**src/rtl/io_hub_if.sv**
```systemverilog
// Board-I/O bundle between the pins/core and io_hub.
// Carries raw buttons, the IMU data word and LED mode in; debounced buttons, tick and LEDs out.
// master drives the pin/core side; slave is the io_hub side.
interface io_hub_if #(
    parameter int NUM_BTN = 4,
    parameter int DATA_W  = 96
);
    logic [NUM_BTN-1:0] btn_raw;
    logic [DATA_W-1:0]  data_in;
    logic               data_valid;
    logic [1:0]         dbg_mode;
    logic [NUM_BTN-1:0] btn_level;
    logic [NUM_BTN-1:0] btn_press;
    logic [NUM_BTN-1:0] btn_release;
    logic               tick;
    logic [7:0]         led;

    modport master (
        output btn_raw, data_in, data_valid, dbg_mode,
        input  btn_level, btn_press, btn_release, tick, led
    );

    modport slave (
        input  btn_raw, data_in, data_valid, dbg_mode,
        output btn_level, btn_press, btn_release, tick, led
    );
endinterface

```
**src/rtl/io_hub.sv**
```systemverilog
// Board-I/O front end: button sync/debounce with edge pulses, physics tick enable, debug LED bank.
// Latency: button 2+DEBOUNCE_CYCLES edges; tick one cycle after counter wrap; led one cycle behind mode/snapshot.
// No backpressure: every input is sampled each cycle, every output is registered.
// Ports: clk, reset (async active-high), bus (io_hub_if.slave: btn_raw, data_in, data_valid, dbg_mode in;
//        btn_level, btn_press, btn_release, tick, led out).
module io_hub #(
    parameter int NUM_BTN         = 4,
    parameter int DEBOUNCE_CYCLES = 16,
    parameter int TICK_DIV        = 4,
    parameter int DATA_W          = 96,
    parameter int HI_NIB          = 11,
    parameter int LO_NIB          = 7,
    parameter int SCAN_TICKS      = 64
) (
    input  logic clk,
    input  logic reset,
    io_hub_if.slave bus
);
    localparam int CW = $clog2(DEBOUNCE_CYCLES);
    localparam int TW = $clog2(TICK_DIV);
    localparam int SW = (SCAN_TICKS > 1) ? $clog2(SCAN_TICKS) : 1;
    localparam int NP = DATA_W / 8;
    localparam int PW = (NP > 1) ? $clog2(NP) : 1;

    localparam logic [CW-1:0] C_LAST = CW'(DEBOUNCE_CYCLES - 1);
    localparam logic [TW-1:0] T_LAST = TW'(TICK_DIV - 1);
    localparam logic [SW-1:0] S_LAST = SW'(SCAN_TICKS - 1);
    localparam logic [PW-1:0] P_LAST = PW'(NP - 1);

    // ---------------- buttons ----------------
    logic [NUM_BTN-1:0] sync1, sync2;
    logic [NUM_BTN-1:0] level_q, press_q, rel_q;
    logic [CW-1:0]      cnt [NUM_BTN];

    always_ff @(posedge clk or posedge reset) begin
        if (reset) begin
            sync1   <= '0;
            sync2   <= '0;
            level_q <= '0;
            press_q <= '0;
            rel_q   <= '0;
            for (int i = 0; i < NUM_BTN; i++) cnt[i] <= '0;
        end else begin
            sync1 <= bus.btn_raw;
            sync2 <= sync1;
            for (int i = 0; i < NUM_BTN; i++) begin
                press_q[i] <= 1'b0;
                rel_q[i]   <= 1'b0;
                if (sync2[i] == level_q[i]) begin
                    // any return to the accepted level restarts the stability count
                    cnt[i] <= '0;
                end else if (cnt[i] == C_LAST) begin
                    level_q[i] <= sync2[i];
                    cnt[i]     <= '0;
                    press_q[i] <= sync2[i];
                    rel_q[i]   <= ~sync2[i];
                end else begin
                    cnt[i] <= cnt[i] + CW'(1);
                end
            end
        end
    end

    // ---------------- tick + heartbeat ----------------
    logic [TW-1:0] t;
    logic          tick_q;
    logic          hb;

    always_ff @(posedge clk or posedge reset) begin
        if (reset) begin
            t      <= '0;
            tick_q <= 1'b0;
            hb     <= 1'b0;
        end else begin
            tick_q <= (t == T_LAST);
            if (t == T_LAST) begin
                t  <= '0;
                hb <= ~hb;
            end else begin
                t <= t + TW'(1);
            end
        end
    end

    // ---------------- snapshot + LEDs ----------------
    logic [DATA_W-1:0] snap;
    logic [7:0]        led_q;
    logic [7:0]        scan_byte;
    logic [PW-1:0]     p;
    logic [SW-1:0]     sc;

    // pair p is nibbles {2p+1, 2p}, i.e. byte p of the snapshot
    always_comb begin
        scan_byte = '0;
        for (int i = 0; i < NP; i++) begin
            if (p == PW'(i)) scan_byte = snap[8*i +: 8];
        end
    end

    always_ff @(posedge clk or posedge reset) begin
        if (reset) begin
            snap  <= '0;
            led_q <= '0;
            p     <= '0;
            sc    <= '0;
        end else begin
            if (bus.data_valid) snap <= bus.data_in;

            // scan position only advances while scanning; leaving scan rewinds to pair 0
            if (bus.dbg_mode == 2'd2) begin
                if (tick_q) begin
                    if (sc == S_LAST) begin
                        sc <= '0;
                        p  <= (p == P_LAST) ? '0 : p + PW'(1);
                    end else begin
                        sc <= sc + SW'(1);
                    end
                end
            end else begin
                p  <= '0;
                sc <= '0;
            end

            case (bus.dbg_mode)
                2'd0:    led_q <= {snap[4*HI_NIB +: 4], snap[4*LO_NIB +: 4]};
                2'd1:    led_q <= {hb, 7'(level_q)};
                2'd2:    led_q <= scan_byte;
                default: led_q <= led_q;
            endcase
        end
    end

    assign bus.btn_level   = level_q;
    assign bus.btn_press   = press_q;
    assign bus.btn_release = rel_q;
    assign bus.tick        = tick_q;
    assign bus.led         = led_q;
endmodule

```
**src/flat_wrapper.sv**
```systemverilog
// flat-port wrapper written by rule: the top's interface ports become plain ports
module io_hub_flat 
#(
    parameter int NUM_BTN         = 4,
    parameter int DEBOUNCE_CYCLES = 16,
    parameter int TICK_DIV        = 4,
    parameter int DATA_W          = 96,
    parameter int HI_NIB          = 11,
    parameter int LO_NIB          = 7,
    parameter int SCAN_TICKS      = 64
)
  (clk, reset, bus_btn_raw, bus_data_in, bus_data_valid, bus_dbg_mode, bus_btn_level, bus_btn_press, bus_btn_release, bus_tick, bus_led);
  io_hub_if #(.NUM_BTN(NUM_BTN), .DATA_W(DATA_W)) bus_i ();
  input  logic clk;
  input  logic reset;
  input wire logic [$bits(bus_i.btn_raw)-1:0] bus_btn_raw;
  input wire logic [$bits(bus_i.data_in)-1:0] bus_data_in;
  input wire logic [$bits(bus_i.data_valid)-1:0] bus_data_valid;
  input wire logic [$bits(bus_i.dbg_mode)-1:0] bus_dbg_mode;
  output wire logic [$bits(bus_i.btn_level)-1:0] bus_btn_level;
  output wire logic [$bits(bus_i.btn_press)-1:0] bus_btn_press;
  output wire logic [$bits(bus_i.btn_release)-1:0] bus_btn_release;
  output wire logic [$bits(bus_i.tick)-1:0] bus_tick;
  output wire logic [$bits(bus_i.led)-1:0] bus_led;
  assign bus_i.btn_raw = bus_btn_raw;
  assign bus_i.data_in = bus_data_in;
  assign bus_i.data_valid = bus_data_valid;
  assign bus_i.dbg_mode = bus_dbg_mode;
  assign bus_btn_level = bus_i.btn_level;
  assign bus_btn_press = bus_i.btn_press;
  assign bus_btn_release = bus_i.btn_release;
  assign bus_tick = bus_i.tick;
  assign bus_led = bus_i.led;
  io_hub #(.NUM_BTN(NUM_BTN), .DEBOUNCE_CYCLES(DEBOUNCE_CYCLES), .TICK_DIV(TICK_DIV), .DATA_W(DATA_W), .HI_NIB(HI_NIB), .LO_NIB(LO_NIB), .SCAN_TICKS(SCAN_TICKS)) u_core (.clk(clk), .reset(reset), .bus(bus_i));
endmodule
```
**config.mk**
```make
export PLATFORM = sky130hd
export DESIGN_NAME = io_hub_flat
export DESIGN_NICKNAME = d
export VERILOG_FILES = /design/src/rtl/io_hub_if.sv /design/src/rtl/io_hub.sv /design/src/flat_wrapper.sv
export SDC_FILE = /design/constraint.sdc
export NUM_CORES = 1
export LEC_CHECK = 0
export ABC_AREA = 1
export CAP_MARGIN = 5
export CORE_MARGIN = 2
export CORE_UTILIZATION = 45
export DETAILED_ROUTE_END_ITERATION = 6
export GPL_TIMING_DRIVEN = 1
export HOLD_SLACK_MARGIN = 0.08
export PLACE_DENSITY_LB_ADDON = 0.05
export SYNTH_ARGS = -nofsm -noshare
export SYNTH_HDL_FRONTEND = slang
export SYNTH_SLANG_ARGS = --single-unit
```
**constraint.sdc**
```tcl
create_clock -name clk -period 7.55 [get_ports clk]
set_clock_uncertainty 0.1 [all_clocks]
set_input_delay 1.8875 -clock clk [delete_from_list [all_inputs] [get_ports clk]]
set_output_delay 1.8875 -clock clk [all_outputs]
set_load 0.05 [all_outputs]
```
# Word level (Yosys, flattened, before mapping)
# Cells that the tools add are included.
# op_classes
n_addsub,7
magnitude_cmp,0
div_mod_pow,0
bitwise_logic,9
multipliers,0
n_eq_ne,25
reduce_logical,8
shift,0
n_mux,45
# ops
operator,n
$mux W8,12
$mux W4,12
$eq A4 B4 Y1 const B,8
$pmux W8 S3,1
$add A4 B1 Y4 const B,5
$mux W6,3
$eq A4 B3 Y1 const B,4
$mux W1,16
$reduce_and A2 Y1,5
$not A1 Y1,9
$eq A4 B2 Y1 const B,2
$add A6 B1 Y6 const B,1
$eq A6 B6 Y1 const B,1
$eq A1 B1 Y1,4
$eq A2 B2 Y1 const B,2
$eq A4 B1 Y1 const B,1
$logic_not A4 Y1,1
$reduce_bool A3 Y1,1
$add A2 B1 Y2 const B,1
$eq A2 B1 Y1 const B,1
$logic_not A2 Y1,1
$mux W2,1
$ne A2 B1 Y1 const B,1
$ne A2 B2 Y1 const B,1
# word_totals
latch_bits,0
in_bits,105
register_bits,154
ram_bits,0
out_inout_bits,21
rom_bits,0
n_memories,0
word_cells,113

# Longest topological paths before layout
# logic_depth
word_depth,14
ltp_mapped,18
mapped_depth_nobuf,17

# Worst setup path after synthesis
# OpenSTA, ideal clock, no wires.
# synth_timing
kind,in2reg
startpoint,input bus_dbg_mode[0]
endpoint,register u_core.p[3]
path_stages,9
path_buffers,0
slack_ns,4.352
t_arrival_ns,2.970
required_time_ns,7.322
cell_sequence,inv_1 > ha_1 > clkinv_1 > nor2_1 > inv_1 > nand2_1 > inv_1 > nand4_1 > o21ai_0
# synth_via
elab_chain_cells,3
word_cells_on_any_way,5
cone_classes,eq/ne: 3; mux: 1; reduce/logical: 1
# synth_lines
element,line_no,source
"start, declared",flat_wrapper.sv:19,input wire logic [$bits(bus_i.dbg_mode)-1:0] bus_dbg_mode;
$eq A2 B2 Y1 (*),io_hub.sv:110,if (bus.dbg_mode == 2'd2) begin
$ne A2 B2 Y1 (no line) / $ne A2 B1 Y1 (equally long branches),n/a,
$reduce_and A2 Y1 (no line),n/a,
"end signal, assigned",io_hub.sv:114,p <= (p == P_LAST) ? '0 : p + PW'(1);
"end, declared",io_hub.sv:89,logic [PW-1:0] p;
# Mark *: on every way between the ends. The rest lies on a longest branch, timed or not.
# A chain may end at the register's enable or synchronous reset.

# Final worst setup path
# layout_timing
startpoint,register u_core.level_q[2] (netlist: u_core.bus.btn_level[2])
endpoint,output bus_btn_level[2]
# layout_rtl
element,line_no,source
"start, declared",io_hub.sv:32,"logic [NUM_BTN-1:0] level_q, press_q, rel_q;"
"start signal, assigned by index",io_hub.sv:53,level_q[i] <= sync2[i];
"end, declared",flat_wrapper.sv:20,output wire logic [$bits(bus_i.btn_level)-1:0] bus_btn_level;
# No word-level cell between the ends.

==> impl_metrics.py <==
metrics = {
    "status": {
        "outcome": "completed",
    },
    "floorplan": {
        "dieArea_um2": 17000,
        "die_h_um": 130,
        "core_um2": 15700,
        "dieWidth_um": 130,
        "rows": 46,
        "ioPinCount": 126,
        "start_util": 0.457,
    },
    "hold_path": {
        "min-delay-path-class": "reg -> reg",
    },
    "route": {
        "final_antenna_net_count": 0,
        "viasPerCell": 4.91,
        "dr.pass1.iters": 5,
        "vias": 5796,
        "drc": 0,
        "drt_wl_total_mm": 17.3,
        "wl_per_cell_um": 14.7,
        "drtIter0Drc": 344,
    },
    "power": {
        "vdd_drop_max_v": 0.000170,
        "powerDensity_nw_per_um2": 227,
        "p_total_uw": 2080,
        "p_leak_uw": 0.00434,
    },
    "cts": {
        "cts_tree": "done",
        "clock_latency_ns": 0.43,
        "ctsLongestPathBuffers": 2,
        "post_cts_buffers": 0,
        "post_cts_resized": 0,
        "ctsHtreeMaxLevel": 4,
        "numCtsBuffers": 17,
        "hold_buffers": 0,
        "path_clk_slew_ns": 0.07,
        "cts_root_buf": "clkbuf_16",
        "cts_sinks": 154,
    },
    "finish": {
        "seq_area_um2": 3850,
        "fin_util": 0.584,
        "num_antenna_cells": 0,
        "fillCellCount": 1416,
        "drive_above_1_share": 0.0839,
        "final_nets": 1070,
        "multi_input_area_um2": 2670,
        "areaGrowthSynthToFinish_pct": 28.0,
    },
    "setup_path": {
        "path_cells": "clkdlybuf4s50_1",
        "cp_max_fo": 6,
        "crit_slowest_cell": "clkdlybuf4s50_1",
        "cp_num_buf_inv": 1,
        "critical_path_class": "reg -> out",
        "critPathLaunchType": "flip-flop",
        "arrival_ns": 1.79,
        "crit_path_end_kind": "output pin",
        "required_ns": 5.56,
        "slowest_delay_ns": 0.86,
        "crit_family": "buffers and inverters",
    },
    "grt": {
        "grt_usage": 0.216,
        "grt.overflow.total": 0,
        "grt_max_degree": 111,
        "grt_pass1_wl_mm": 28.3,
        "antenna_found_initial": 0,
        "grt_pass1_vias": 5841,
    },
    "sta": {
        "worst_slew_pin_slew_ns": 0.948,
        "maxSlewViolCount": 0,
        "period_needed_ns": 3.78,
        "hold_viol": 0,
        "slew_headroom": 0.368,
        "rsz0062_at_grt": "no",
        "finalCritPeriodShare": 0.501,
        "setup_viol": 0,
        "max_freq_mhz": 264,
        "tns_ns": 0,
    },
    "yosys": {
        "yosysMostFrequentCell": "nand2_1",
        "yosys_register_bits": 154,
        "synth_common_cells": "nand2_1 (194), dfrtp_1 (154), inv_1 (134)",
        "synth.top_cell.area_share": 0.537,
        "synth_nets": 952,
        "synth.area.top_cells": "dfrtp_1 (54%), nand2_1 (10%), inv_1 (7.0%)",
        "mappedNetlistArea_um2": 7170,
        "syn_inst": 834,
        "yosys.area.top_type": "dfrtp_1",
        "yosys_warnings": 0,
        "synth.distinct_cells": 32,
        "synth_area_per_cell_um2": 8.60,
        "ys_seq_area_frac": 0.537,
        "synthArstFlopShare": 1.00,
        "synth_flop_cell": "dfrtp_1",
        "synth_edf_count": 0,
    },
    "placed_design": {
        "numPortBuffers": 125,
        "gp_congestion": 0.842,
        "dp_hpwl_mm": 12.7,
    },
    "flow_run": {
        "drv_cap": 0,
    },
}
[kinds of logic (layout without fill, tap and decap cells)]
family,Yosys count,after routing,share of synthesized area
buffers and inverters,168,299,0.0907
DFF,154,154,0.537
xor gates and xnor gates,12,12,0.0147
adders and majority gates,13,13,0.0227
and+or+nand+nor,303,303,0.177
AOI/OAI and AO/OA,152,152,0.108
muxes,32,32,0.0502
[registers in the layout, indices dropped and copies added (netlist names), 6 cells and up]
signal,cells
u_core.bus.led,8
u_core.cnt,16
u_core.snap,96
u_core.sc,6
[area by class of cell]
type | instances | area share
well taps | 216 | 0.0294
repair buffers | 127 | 0.138
flip-flops and latches | 154 | 0.420
multi-input cells | 512 | 0.291
clock inverters | 15 | 0.0184
inverters | 140 | 0.0578
clock buffers | 17 | 0.0463
[placed cells by master (no fill, tap or decap), types with 11 or more instances in the layout]
cell type	count
dfrtp_1	154
xor2_1	11
nand2_1	194
nor2_1	33
ha_1	13
o21ai_0	93
clkbuf_16	17
mux2_2	32
clkdlybuf4s50_1	124
a21oi_1	44
inv_1	133
nand3_1	51
[layer usage]
metal | wire length, um | vias up | GRT usage
met1 | 7950 | 2753 | 0.287
met3 | 780 | 28 | 0.0488
met5 | 0 | - | 0
li1 | - | 2880 | -
met4 | 329 | 0 | 0.0658
met2 | 8290 | 135 | 0.355
[where the power goes]
| group | switching, uW | internal (uW) |
|---|---|---|
| logic | 170 | 126 |
| registers | 34.1 | 889 |
| clock network | 390 | 473 |
[final timing paths]
check,slack [ns],endpoint,startpoint,cells after the start
setup / recovery,3.77,bus_btn_level[2],u_core.bus.btn_level[2],1
hold / removal,0.25,u_core.sync2[1],u_core.sync1[1],0
setup reg to reg,4.65,u_core.bus.led[5],u_core.p[1],14
hold reg to reg,0.25,u_core.sync2[1],u_core.sync1[1],0
max in group asynchronous,4.15,u_core.bus.led[2],reset,3
min in group asynchronous,1.90,u_core.sync2[3],reset,2
[through the flow]
step                      worst slack, ns  cell area, um2  std cells  hold WS, ns
after floorplan                      1.41            7170        834        0.231
after global placement               3.63            8590       1149        0.234
after detailed placement             3.50            8590       1149        0.235
after CTS                            3.75            9180       1181        0.251
after global routing                 3.70            9180       1181        0.255
final                                3.77            9180       1181        0.249
(Power assumes the default switching activity.)
